<file path="src/rtl/sdram_port_arbiter.sv">
// sdram_port_arbiter
//   Shares one dual-port SDRAM model (one write port, one read port) between
//   two requesters: 0 = AXI slave memory side, 1 = on-chip engine.
//   Write and read ports are arbitrated independently.
//
//   Build option: SDRAM_ARB_FIXED_PRIO_EN
//     defined   -> requester 0 always wins contention, no pointers
//     undefined -> round-robin with last-winner pointers (default)
//
//   Ports (n = 0, 1):
//     clk_i, rst_ni                 clock, async active-low reset
//     wreq_n_i/waddr_n_i/wdata_n_i  write request, held until wgnt_n_o
//     wgnt_n_o                      write grant (combinational)
//     rreq_n_i/raddr_n_i            read request, held until rgnt_n_o
//     rgnt_n_o                      read grant (combinational)
//     rvalid_n_o/rdata_n_o          read return, RD_LAT cycles after grant
//     ram_we_o/ram_waddr_o/ram_wdata_o   RAM write port
//     ram_re_o/ram_raddr_o/ram_rdata_i   RAM read port
module sdram_port_arbiter #(
    parameter int ADDR_WIDTH = 32,
    parameter int DATA_WIDTH = 32,
    parameter int RD_LAT     = 1
) (
    input  logic                  clk_i,
    input  logic                  rst_ni,
    input  logic                  wreq_0_i,
    input  logic [ADDR_WIDTH-1:0] waddr_0_i,
    input  logic [DATA_WIDTH-1:0] wdata_0_i,
    output logic                  wgnt_0_o,
    input  logic                  rreq_0_i,
    input  logic [ADDR_WIDTH-1:0] raddr_0_i,
    output logic                  rgnt_0_o,
    output logic                  rvalid_0_o,
    output logic [DATA_WIDTH-1:0] rdata_0_o,
    input  logic                  wreq_1_i,
    input  logic [ADDR_WIDTH-1:0] waddr_1_i,
    input  logic [DATA_WIDTH-1:0] wdata_1_i,
    output logic                  wgnt_1_o,
    input  logic                  rreq_1_i,
    input  logic [ADDR_WIDTH-1:0] raddr_1_i,
    output logic                  rgnt_1_o,
    output logic                  rvalid_1_o,
    output logic [DATA_WIDTH-1:0] rdata_1_o,
    output logic                  ram_we_o,
    output logic [ADDR_WIDTH-1:0] ram_waddr_o,
    output logic [DATA_WIDTH-1:0] ram_wdata_o,
    output logic                  ram_re_o,
    output logic [ADDR_WIDTH-1:0] ram_raddr_o,
    input  logic [DATA_WIDTH-1:0] ram_rdata_i
);

    logic [1:0]                 wreq, rreq;
    logic [1:0][ADDR_WIDTH-1:0] waddr, raddr;
    logic [1:0][DATA_WIDTH-1:0] wdata;

    assign wreq  = {wreq_1_i, wreq_0_i};
    assign rreq  = {rreq_1_i, rreq_0_i};
    assign waddr = {waddr_1_i, waddr_0_i};
    assign raddr = {raddr_1_i, raddr_0_i};
    assign wdata = {wdata_1_i, wdata_0_i};

    // wsel/rsel name the candidate winner; only meaningful when a request exists
    logic       wsel, rsel;
    logic       wgo, rgo, hazard;
    logic [1:0] wgnt, rgnt;

`ifdef SDRAM_ARB_FIXED_PRIO_EN
    assign wsel = ~wreq[0];
    assign rsel = ~rreq[0];
`else
    // last winner per port; reset to 1 so requester 0 wins first contention
    logic wlast, rlast;

    assign wsel = wreq[1] & (~wreq[0] | ~wlast);
    assign rsel = rreq[1] & (~rreq[0] | ~rlast);

    always_ff @(posedge clk_i or negedge rst_ni) begin
        if (!rst_ni) begin
            wlast <= 1'b1;
            rlast <= 1'b1;
        end else begin
            if (wgo) wlast <= wsel;
            if (rgo) rlast <= rsel;   // withheld reads leave the pointer alone
        end
    end
`endif

    // Grants are forced low while reset is asserted.
    assign wgo = rst_ni & (|wreq);

    // A read to the word being written this cycle is held off one cycle so it
    // can never return pre-write data.
    assign hazard = wgo & (|rreq) &
                    (waddr[wsel][ADDR_WIDTH-1:2] == raddr[rsel][ADDR_WIDTH-1:2]);
    assign rgo    = rst_ni & (|rreq) & ~hazard;

    assign wgnt = wgo ? (wsel ? 2'b10 : 2'b01) : 2'b00;
    assign rgnt = rgo ? (rsel ? 2'b10 : 2'b01) : 2'b00;

    assign wgnt_0_o = wgnt[0];
    assign wgnt_1_o = wgnt[1];
    assign rgnt_0_o = rgnt[0];
    assign rgnt_1_o = rgnt[1];

    assign ram_we_o    = wgo;
    assign ram_waddr_o = wgo ? waddr[wsel] : '0;
    assign ram_wdata_o = wgo ? wdata[wsel] : '0;
    assign ram_re_o    = rgo;
    assign ram_raddr_o = rgo ? raddr[rsel] : '0;

    // Return tracking: bit 0 enters at the grant edge, bit RD_LAT-1 lines up
    // with ram_rdata_i. Reset drops everything in flight.
    logic [RD_LAT-1:0] vld_pipe, own_pipe;

    always_ff @(posedge clk_i or negedge rst_ni) begin
        if (!rst_ni) begin
            vld_pipe <= '0;
            own_pipe <= '0;
        end else begin
            vld_pipe <= (vld_pipe << 1) | RD_LAT'(rgo);
            own_pipe <= (own_pipe << 1) | RD_LAT'(rsel);
        end
    end

    assign rvalid_0_o = vld_pipe[RD_LAT-1] & ~own_pipe[RD_LAT-1];
    assign rvalid_1_o = vld_pipe[RD_LAT-1] &  own_pipe[RD_LAT-1];
    assign rdata_0_o  = rvalid_0_o ? ram_rdata_i : '0;
    assign rdata_1_o  = rvalid_1_o ? ram_rdata_i : '0;

`ifndef SYNTHESIS
    // Requesters must hold request and payload until granted.
    for (genvar n = 0; n < 2; n++) begin : g_stable
        a_wstable : assert property (@(posedge clk_i) disable iff (!rst_ni)
            (wreq[n] && !wgnt[n]) |=> (wreq[n] && $stable(waddr[n]) && $stable(wdata[n])));
        a_rstable : assert property (@(posedge clk_i) disable iff (!rst_ni)
            (rreq[n] && !rgnt[n]) |=> (rreq[n] && $stable(raddr[n])));
    end
`endif

endmodule

</file>
<file path="config.mk">
export PLATFORM = sky130hd
export DESIGN_NAME = sdram_port_arbiter
export DESIGN_NICKNAME = d
export VERILOG_FILES = /design/src/rtl/sdram_port_arbiter.sv
export SDC_FILE = /design/constraint.sdc
export NUM_CORES = 1
export LEC_CHECK = 0
export ABC_AREA = 1
export BUFFER_PORTS_ARGS = -buffer_cell sky130_fd_sc_hd__buf_2
export CAP_MARGIN = 10
export CORE_AREA = 2 2 153 155
export CTS_BUF_LIST = sky130_fd_sc_hd__clkbuf_8 sky130_fd_sc_hd__clkbuf_16
export DETAILED_ROUTE_END_ITERATION = 10
export DIE_AREA = 0 0 155 157
export GPL_TIMING_DRIVEN = 0
export HOLD_SLACK_MARGIN = 0.02
export SLEW_MARGIN = 20
export SYNTH_ARGS = -nofsm -noshare
export SYNTH_HDL_FRONTEND = slang
export SYNTH_SLANG_ARGS = --single-unit
</file>
<file path="constraint.sdc">
create_clock -name clk_i -period 3.7 [get_ports clk_i]
set_input_delay 0.74 -clock clk_i [delete_from_list [all_inputs] [get_ports clk_i]]
set_output_delay 0.74 -clock clk_i [all_outputs]
set_load 0.02 [all_outputs]
</file>
Yosys cells after proc, flatten, opt, wreduce, memory -nomap -nowiden --
Cells that the tools add are included.
Word-level totals: bits in registers 4, input bits 230, output and inout bits 168, word-level logic and storage cells 41
Cells by class: magnitude comparators 2, equal/unequal tests 1, muxes and demuxes 15, bitwise gates (word level) 17, reductions and logical operators 2
Operator list (count):
- 2-to-1 mux 32 bit | 11
- == test 30 bit | 1
- bitwise AND 1 bit | 9
- 2-to-1 mux 2 bit | 4
- NOT 1 bit | 6
- < comparator 1 x 2 -> 1 bit, second input constant | 2
- OR reduction 2 bit | 2
- bitwise OR 1 bit | 2

Depth between registers and ports, before layout --
Gate-level depths: netlist (run 1).
word-level depth 10, mapped depth 16, gate-level depth less buffers 15

Worst setup path before layout (run 1) --
No wires, ideal clock.
kind input to output, start point input port rreq_0_i, end point output port ram_raddr_o[22], data arrival time 2.208 ns, required time 2.960 ns, slack 0.752 ns, stages 16, buffers on the path 3, cells stage by stage nand2_1 buf_4 buf_2 nand3b_1 nand2_1 nand2_1 nand2_1 inv_1 nand2_1 nor2_1 nand2_1 nor2_1 nand2_1 nand2_4 buf_6 nor2_1
Between the ends: longest elaborated chain between the ends 10, elaborated cells between the ends (all ways) 13, those cells by class 1 x eq/ne; 3 x mux; 8 x bitwise; 1 x reduce/logical
Ends and longest elaborated chain:
- from (decl) | line 30 | input logic rreq_0_i,
- NOT 1 bit | line 75 | assign rsel = rreq[1] & (~rreq[0] | ~rlast);
- bitwise OR 1 bit | line 75
- bitwise AND 1 bit | line 75
- 2-to-1 mux 32 bit (implied by the code) (2 in a row) | line 94, 109
- == test 30 bit | line 94 | (waddr[wsel][ADDR_WIDTH-1:2] == raddr[rsel][ADDR_WIDTH-1:2]);
- bitwise AND 1 bit | line 93 | assign hazard = wgo & (|rreq) &
- NOT 1 bit | line 95 | assign rgo = rst_ni & (|rreq) & ~hazard;
- bitwise AND 1 bit | line 95
- 2-to-1 mux 32 bit (*) | line 109 | assign ram_raddr_o = rgo ? raddr[rsel] : '0;
- to (decl) | line 48 | output logic [ADDR_WIDTH-1:0] ram_raddr_o,
Mark *: on every way between the ends. The rest lies on a longest branch, timed or not. The select of a mux whose other input is x is not followed.

Worst setup path in the final report (run 1) --
start point input port wreq_0_i, end point output port ram_raddr_o[4]
Between the ends: longest elaborated chain between the ends 10, elaborated cells between the ends (all ways) 13, those cells by class 1 x eq/ne; 3 x mux; 8 x bitwise; 1 x reduce/logical
Ends and longest elaborated chain:
- from (decl) | line 26 | input logic wreq_0_i,
- NOT 1 bit | line 74 | assign wsel = wreq[1] & (~wreq[0] | ~wlast);
- bitwise OR 1 bit | line 74
- bitwise AND 1 bit | line 74
- 2-to-1 mux 32 bit (implied by the code) (2 in a row) | line 94
- == test 30 bit | line 94
- bitwise AND 1 bit (*) | line 93
- NOT 1 bit (*) | line 95
- bitwise AND 1 bit (*) | line 95
- 2-to-1 mux 32 bit (*) | line 109
Marked as above.

==> flow_metrics.tcl, run 1 <==
set metrics [dict create \
    status "finished clean" \
    die_area_sq_um 24340 \
    max_slew.worst_pin.slew_ps 902.2 \
    power_density_nw_per_um2 200.4 \
    cp.required_ps 2960 \
    fin_crit_ps 3538 \
    reg2reg_depth 15 \
    cts-root-buf "clkbuf_16" \
    drt-total-wl_microns 26410 \
    cellLeakagePower_nw 4.290 \
    rows 55 \
    rr_endpoint "vld_pipe$_DFF_PN0_" \
    combinationalPowerShare_pct 81.1 \
    h-tree-depth 1 \
    post-route-drc-count 0 \
    n_fill_cell 2653 \
    cts_sinks 4 \
    num_vias 6456 \
    seq_power_share_pct 4.5 \
    place_hpwl_microns 22510 \
    gr-usage-all-layers_pct 19.89 \
    fin_nets 1412 \
    fp.dieH_microns 157 \
    synth_nets 1010 \
    clk_latency_ps 230 \
    cts_buffers 3 \
    cts_tree "done" \
    drt_iter0_markers 473 \
    r2r_slack_ps 1300 \
    grt-busiest-layer "met2" \
    gp_congestion 0.8771 \
    critPathMaxFanout 10 \
    grt_util_met2_pct 35.53 \
    arrival_ps 2800 \
    fin_util_pct 26.74 \
    drtPass1Iterations 6 \
    grt_pass1_wl_microns 36060 \
    yosysUniqueCellTypes 20 \
    die_w_microns 155 \
    p_int_uw 534.1 \
    yosys_register_bits 4 \
    synthesis.instances 780 \
    p_clk_share_pct 14.4 \
    grt_antenna_before_repair 10 \
    grt-ovfl-total 0 \
    max_freq_mhz 282.6 \
    synthToLayoutAreaGrowth_pct 72.03 \
    rsz0062_at_grt "false" \
    slew_headroom_pct 39.86 \
    power_mw 1.206 \
    grt_start_max_net_pins 11 \
    peakVddDrop_mv 0.1253 \
    crit_path_start_kind "input pin" \
    syn-cell-area_sq_um 3498 \
    switching_share_pct 55.71 \
    use_met3_pct 4.378 \
    wire_per_inst_microns 17.95 \
    path_clk_slew_ps 30 \
    crit_type "in -> out" \
    hold_class "in -> async" \
    final_antenna_net_count 0 \
    min_period_over_period_pct 95.63 \
    hold_violations 0 \
    core_area_sq_um 22500 \
    initial_core_util_pct 15.55 \
    yosysWarnings 0 \
    syn_area_per_cell_sq_um 4.485 \
    maxCapViolCount 0 \
    r2r_start "wlast$_DFFE_PN1P_" \
    setup_viol 0 \
    grt_pass1_vias 5792 \
    p_switching_uw 671.9 \
    use_met1_pct 23.99 \
    finClkSkew_ps 1.551 \
    layout-drive-gt1-share_pct 37.93 \
    cp-end-kind "output port" \
    yosysSeqAreaShare_pct 2.933 \
    drv_slew 0 \
    cts_buffer_depth 2 \
    portBuffers 396 \
    io_pins 398 \
    vias_per_cell 4.389 \
]
==> routing by layer <==
layer | share of wire [%] | vias to the layer above | wire, microns
met5 | 0.27 | - | 72
met4 | 2.5 | 10 | 649
met3 | 8.1 | 45 | 2139
met2 | 49 | 332 | 12870
met1 | 40 | 2915 | 10680
li1 | - | 3154 | -
==> sequential cells by signal, indices dropped and copies added, names as in the netlist <==
register and flops:
wlast 1, own_pipe 1, vld_pipe 1, rlast 1
==> final cells by class <==
type,instances,area [sq um],area share [%]
multi-input cells,598,2676,44.47
plain buffers,48,314.1,5.218
well taps,285,356.6,5.925
inverters,130,488.0,8.108
diodes,5,12.51,0.2079
repair buffers,397,1989,33.06
clock buffers,3,75.07,1.247
flip-flops and latches,4,102.6,1.705
clock inverters,1,3.754,0.06237
==> critical path, cell delays in order <==
cell and delay [ps]:
buf_2 130, nand2_4 110, nand2_2 110, buf_4 210, nand2_1 70, nand2_1 120
inv_1 100, nand2_1 50, nand2_1 70, nand2_1 50, nor2_1 140, nand2_1 80
nor2_2 150, nand2_2 110, nand2_4 140, buf_8 170, nor2_1 60, buf_2 170
==> cell usage in the layout, fill, tap and decap left out <==
cell and n:
nor2_1 138, clkbuf_16 3, inv_1 131, o21ai_1 12, buf_4 16, a22o_1 34
nand2_4 3, clkbuf_1 13, dfstp_2 2, clkbuf_4 3, nand3b_1 30, nand2_1 315
o21ai_2 2, buf_8 1, clkbuf_2 1, nand2_2 3, nand4_1 2, buf_2 407
o21ai_0 2, diode_2 5, nor2_2 4, buf_12 2, mux2i_1 2, buf_6 1
nand3_1 51, buf_1 1, dfrtp_1 2
==> synth_stat cells <==
cell type  instances  share of area [%]
o21ai_1           12                1.7
buf_1              1               0.11
mux2i_1            2               0.57
inv_1            130                 14
a22o_1            34                8.5
dfstp_2            2                1.5
buf_4              8                1.7
nand2_2            3               0.54
nand2_4            1               0.32
clkbuf_1          14                1.5
nand3_1           51                7.3
buf_2             22                3.1
o21ai_2            1               0.25
nand2_1          317                 34
o21ai_0            3               0.43
dfrtp_1            2                1.4
nand3b_1          30                6.4
nor2_1           142                 15
buf_6              3               0.97
nand4_1            2               0.36
==> cell families (layout without fill, tap and decap cells) <==
group / Yosys count / in the layout / synth area share [%]
and+or+nand+nor: 546 / 546 / 64.20
buffers and inverters: 178 / 579 / 21.39
AOI/OAI and AO/OA: 50 / 50 / 10.91
DFF: 4 / 4 / 2.933
muxes: 2 / 2 / 0.5723
other: 0 / 5 / 0
==> through the flow <==
step                      hold WS [ps]  TNS (ps)  instance area, sq um  cells  setup WS (ps)
after floorplan                  443.1         0                  3498    780          751.9
after global placement           450.4    -891.3                  5837   1461         -56.70
after detailed placement         465.7    -808.8                  5837   1461         -64.67
after CTS                        332.6         0                  5943   1465          15.33
after global routing             337.2         0                  6013   1469          3.249
final                            335.4         0                  6018   1471          161.6
==> power groups by stage <==
stage	combinational [mW]	sequential, mW	clock, mW
3_5_place_dp	0.962	0.0535	0
2_1_floorplan	0.546	0.0531	0
5_1_grt	1.07	0.0549	0.180
6_report	0.978	0.0544	0.173
3_3_place_gp	0.958	0.0537	0
4_1_cts	0.971	0.0541	0.176
==> worst max-delay path by stage <==
stage / cells past startpoint / slack [ps] / to / start
floorplan: 16 / 750 / ram_raddr_o[22] / rreq_0_i
global placement: 16 / -60 / ram_raddr_o[12] / wreq_0_i
detailed placement: 16 / -60 / ram_re_o / wreq_0_i
CTS: 18 / 20 / ram_re_o / rreq_0_i
global route: 7 / 3 / ram_wdata_o[16] / wreq_1_i
finish: 18 / 160 / ram_raddr_o[4] / wreq_0_i
==> repair_timing <==
item,in CTS,in global routing
setup buffers,0,1
pin swaps,0,2
setup endpoints to repair,30,47
gates resized for setup,10,21
hold buffers,0,0
Power figures use the tool's default switching activity.
==> inputs of run 2 (changes only) <==
--- a/config.mk
+++ b/config.mk
@@ -5,13 +5,12 @@
 export SDC_FILE = /design/constraint.sdc
 export NUM_CORES = 1
 export LEC_CHECK = 0
-export ABC_AREA = 1
 export BUFFER_PORTS_ARGS = -buffer_cell sky130_fd_sc_hd__buf_2
 export CAP_MARGIN = 10
-export CORE_AREA = 2 2 153 155
+export CORE_AREA = 2 2 155 157
 export CTS_BUF_LIST = sky130_fd_sc_hd__clkbuf_8 sky130_fd_sc_hd__clkbuf_16
 export DETAILED_ROUTE_END_ITERATION = 10
-export DIE_AREA = 0 0 155 157
+export DIE_AREA = 0 0 157 159
 export GPL_TIMING_DRIVEN = 0
 export HOLD_SLACK_MARGIN = 0.02
 export SLEW_MARGIN = 20
==> flow_metrics.tcl, run 2 <==
set metrics [dict create \
    drt-total-wl_microns 17680 \
    max_freq_mhz 257.5 \
    yosys_register_bits 4 \
    cp-end-kind "output port" \
    async_flop_share_pct 100.0 \
    core_area_sq_um 23190 \
    io_pins 398 \
    grt_start_max_net_pins 11 \
    syn-cell-area_sq_um 2243 \
    synthFlopType "dfstp_2" \
    synth_top_area_cell "mux2i_1" \
    max_slew.worst_pin.slew_ps 847.8 \
    yosysMostFrequentCell "nor2_1" \
    final_antenna_net_count 0 \
    cp_cell_sequence "buf_2 > nand2_1 > nand2_2 > clkinv_4 > buf_8 > mux2i_2 > xnor2_2 > nand4_1 > nor4_1 > a21o_1 > buf_12 > clkbuf_16 > nor2_2 > buf_6" \
    rows 56 \
    peakVddDrop_mv 0.09406 \
    rsz0062_at_grt "true" \
    path_clk_slew_ps 40 \
    layout-drive-gt1-share_pct 66.89 \
    vias_per_cell 3.871 \
    cts_buffer_depth 2 \
    grt-ovfl-total 0 \
    grt_pass1_wl_microns 23320 \
    drtPass1Iterations 4 \
    cp.required_ps 2960 \
    grt_antenna_before_repair 0 \
    synth.top_cell.area_share_pct 26.77 \
    critPathTopFamily "buffers and inverters" \
    crit_path_max_incr_delay_ps 370 \
    fin_nets 963 \
    holdBufCountCts 0 \
    yosysUniqueCellTypes 27 \
    min_period_over_period_pct 105.0 \
    status "finished, violations left" \
    synth.top_cells.by_area "mux2i_1, a22o_1, xnor2_1, nor2_1, and2_1" \
    die_w_microns 157 \
    critPathMaxFanout 10 \
    synth_edf_count 0 \
    gp_congestion 0.8805 \
    yosysWarnings 0 \
    crit_path_start_kind "input pin" \
    hold_violations 0 \
    wire_per_inst_microns 16.84 \
    clk_latency_ps 230 \
    drv_slew 0 \
    synthesis.instances 314 \
    post-route-drc-count 0 \
    grt_pass1_vias 3829 \
    setup_viol 35 \
    crit_buf_inv 6 \
    violations "setup timing" \
    crit_slowest_cell "mux2i_2" \
    fin_hold_ws_ps 352.3 \
    antenna_cells 0 \
    place_hpwl_microns 14260 \
    cts_buffers 3 \
    initial_core_util_pct 9.673 \
    maxCapViolCount 0 \
    fin_cells 1050 \
    setup_ws_ps -183.4 \
    slew_headroom_pct 43.48 \
    portBuffers 397 \
    cts-root-buf "clkbuf_16" \
    fp.dieH_microns 159 \
    crit_type "in -> out" \
    die_area_sq_um 24960 \
    finClkSkew_ps 1.761 \
    gr-usage-all-layers_pct 12.58 \
    power_density_nw_per_um2 211.2 \
    mostFrequentLayoutCells "buf_2, mux2i_1, nor2_1" \
    drt_iter0_markers 188 \
    h-tree-depth 1 \
    fin_crit_ps 3883 \
    num_vias 4065 \
    cts_tree "done" \
    dp_cells 1030 \
    synth_common_cells "nor2_1, mux2i_1, a22o_1, and2_1, and3_1" \
    yosysSeqAreaShare_pct 4.573 \
    cellLeakagePower_nw 3.090 \
    hold_class "in -> async" \
    syn_area_per_cell_sq_um 7.145 \
    cts_sinks 4 \
    layout_commonest_cell "buf_2" \
    synth_nets 544 \
    arrival_ps 3140 \
    synthToLayoutAreaGrowth_pct 147.4 \
]
## run 2: cell types whose count changed after synthesis, sizes merged, moves of 34 or more
cell | before | now
mux2i | 2 | 60
nand2 | 321 | 6
inv | 130 | 3
and2 | 0 | 34
nor2 | 142 | 63
nand3 | 51 | 1
## run 2: cells by family after synthesis
logic type | Yosys count | synth area share [%]
and+or+nand+nor | 146 | 33.07
buffers and inverters | 32 | 7.697
xor gates and xnor gates | 30 | 11.71
muxes | 61 | 27.27
AOI/OAI and AO/OA | 41 | 15.67
DFF | 4 | 4.573
## run 2: metrics by stage
| step | total power [mW] | setup WS (ps) | area (sq um) | TNS (ps) | utilization, % |
|---|---|---|---|---|---|
| after floorplan | 0.4932 | 515.9 | 2243 | 0 | - |
| after global placement | 0.8237 | -1082 | 4629 | -34380 | 19.96 |
| after detailed placement | 0.8252 | -1106 | 4629 | -35260 | 19.96 |
| after CTS | 1.103 | -278.2 | 5130 | -7896 | 22.12 |
| after global routing | 1.240 | -292.3 | 5550 | -9357 | 23.93 |
| final | 1.172 | -183.4 | 5550 | -5528 | 23.93 |
## run 2: path summary, 6_finish.rpt
kind | startpoint | to | slack [ps] | cells past startpoint
worst max-delay path | rreq_0_i | ram_raddr_o[25] | -180 | 14
worst min-delay path | rst_ni | own_pipe$_DFF_PN0_ | 350 | 1
worst max register to register | rlast$_DFFE_PN1P_ | rlast$_DFFE_PN1P_ | 710 | 12
worst min register to register | wlast$_DFFE_PN1P_ | wlast$_DFFE_PN1P_ | 530 | 1
max in group asynchronous | rst_ni | wlast$_DFFE_PN1P_ | 3100 | 1
min in group clk_i | wlast$_DFFE_PN1P_ | wlast$_DFFE_PN1P_ | 530 | 1
## run 2: what timing repair did
| item | CTS | global route |
|---|---|---|
| pin swaps | 4 | 5 |
| endpoints found under the setup margin | 36 | 36 |
| resized for setup | 70 | 101 |
| buffers inserted | 13 | 2 |
| cloned | 1 | 2 |
## run 2: report_power, final
group	switching, mW	total [mW]	leakage, nW	internal, mW
logic	0.512	0.933	3.01	0.421
clock network	0.0425	0.182	0.0370	0.139
registers	0.00576	0.0572	0.0454	0.0515
total	0.561	1.17	3.09	0.612
## run 2: layout make-up
class / count / area (sq um)
tap: 319 / 399.1
inverter: 3 / 16.27
fill: 2543 / 17640
timing repair buffer: 415 / 2397
clock buffer: 3 / 75.07
sequential: 4 / 102.6
buffer: 28 / 241.5
multi-input combinational: 278 / 2318
## run 2: layer usage
metal  share of wire (%)  routed length, microns  vias up  GRT usage [%]
met5                   0                       0        -              0
met3                 6.9                    1222       20          1.116
met4                 2.7                     473        0          3.211
li1                    -                       -     1946              -
met1                  38                    6660     1831          13.70
met2                  53                    9323      268          25.38
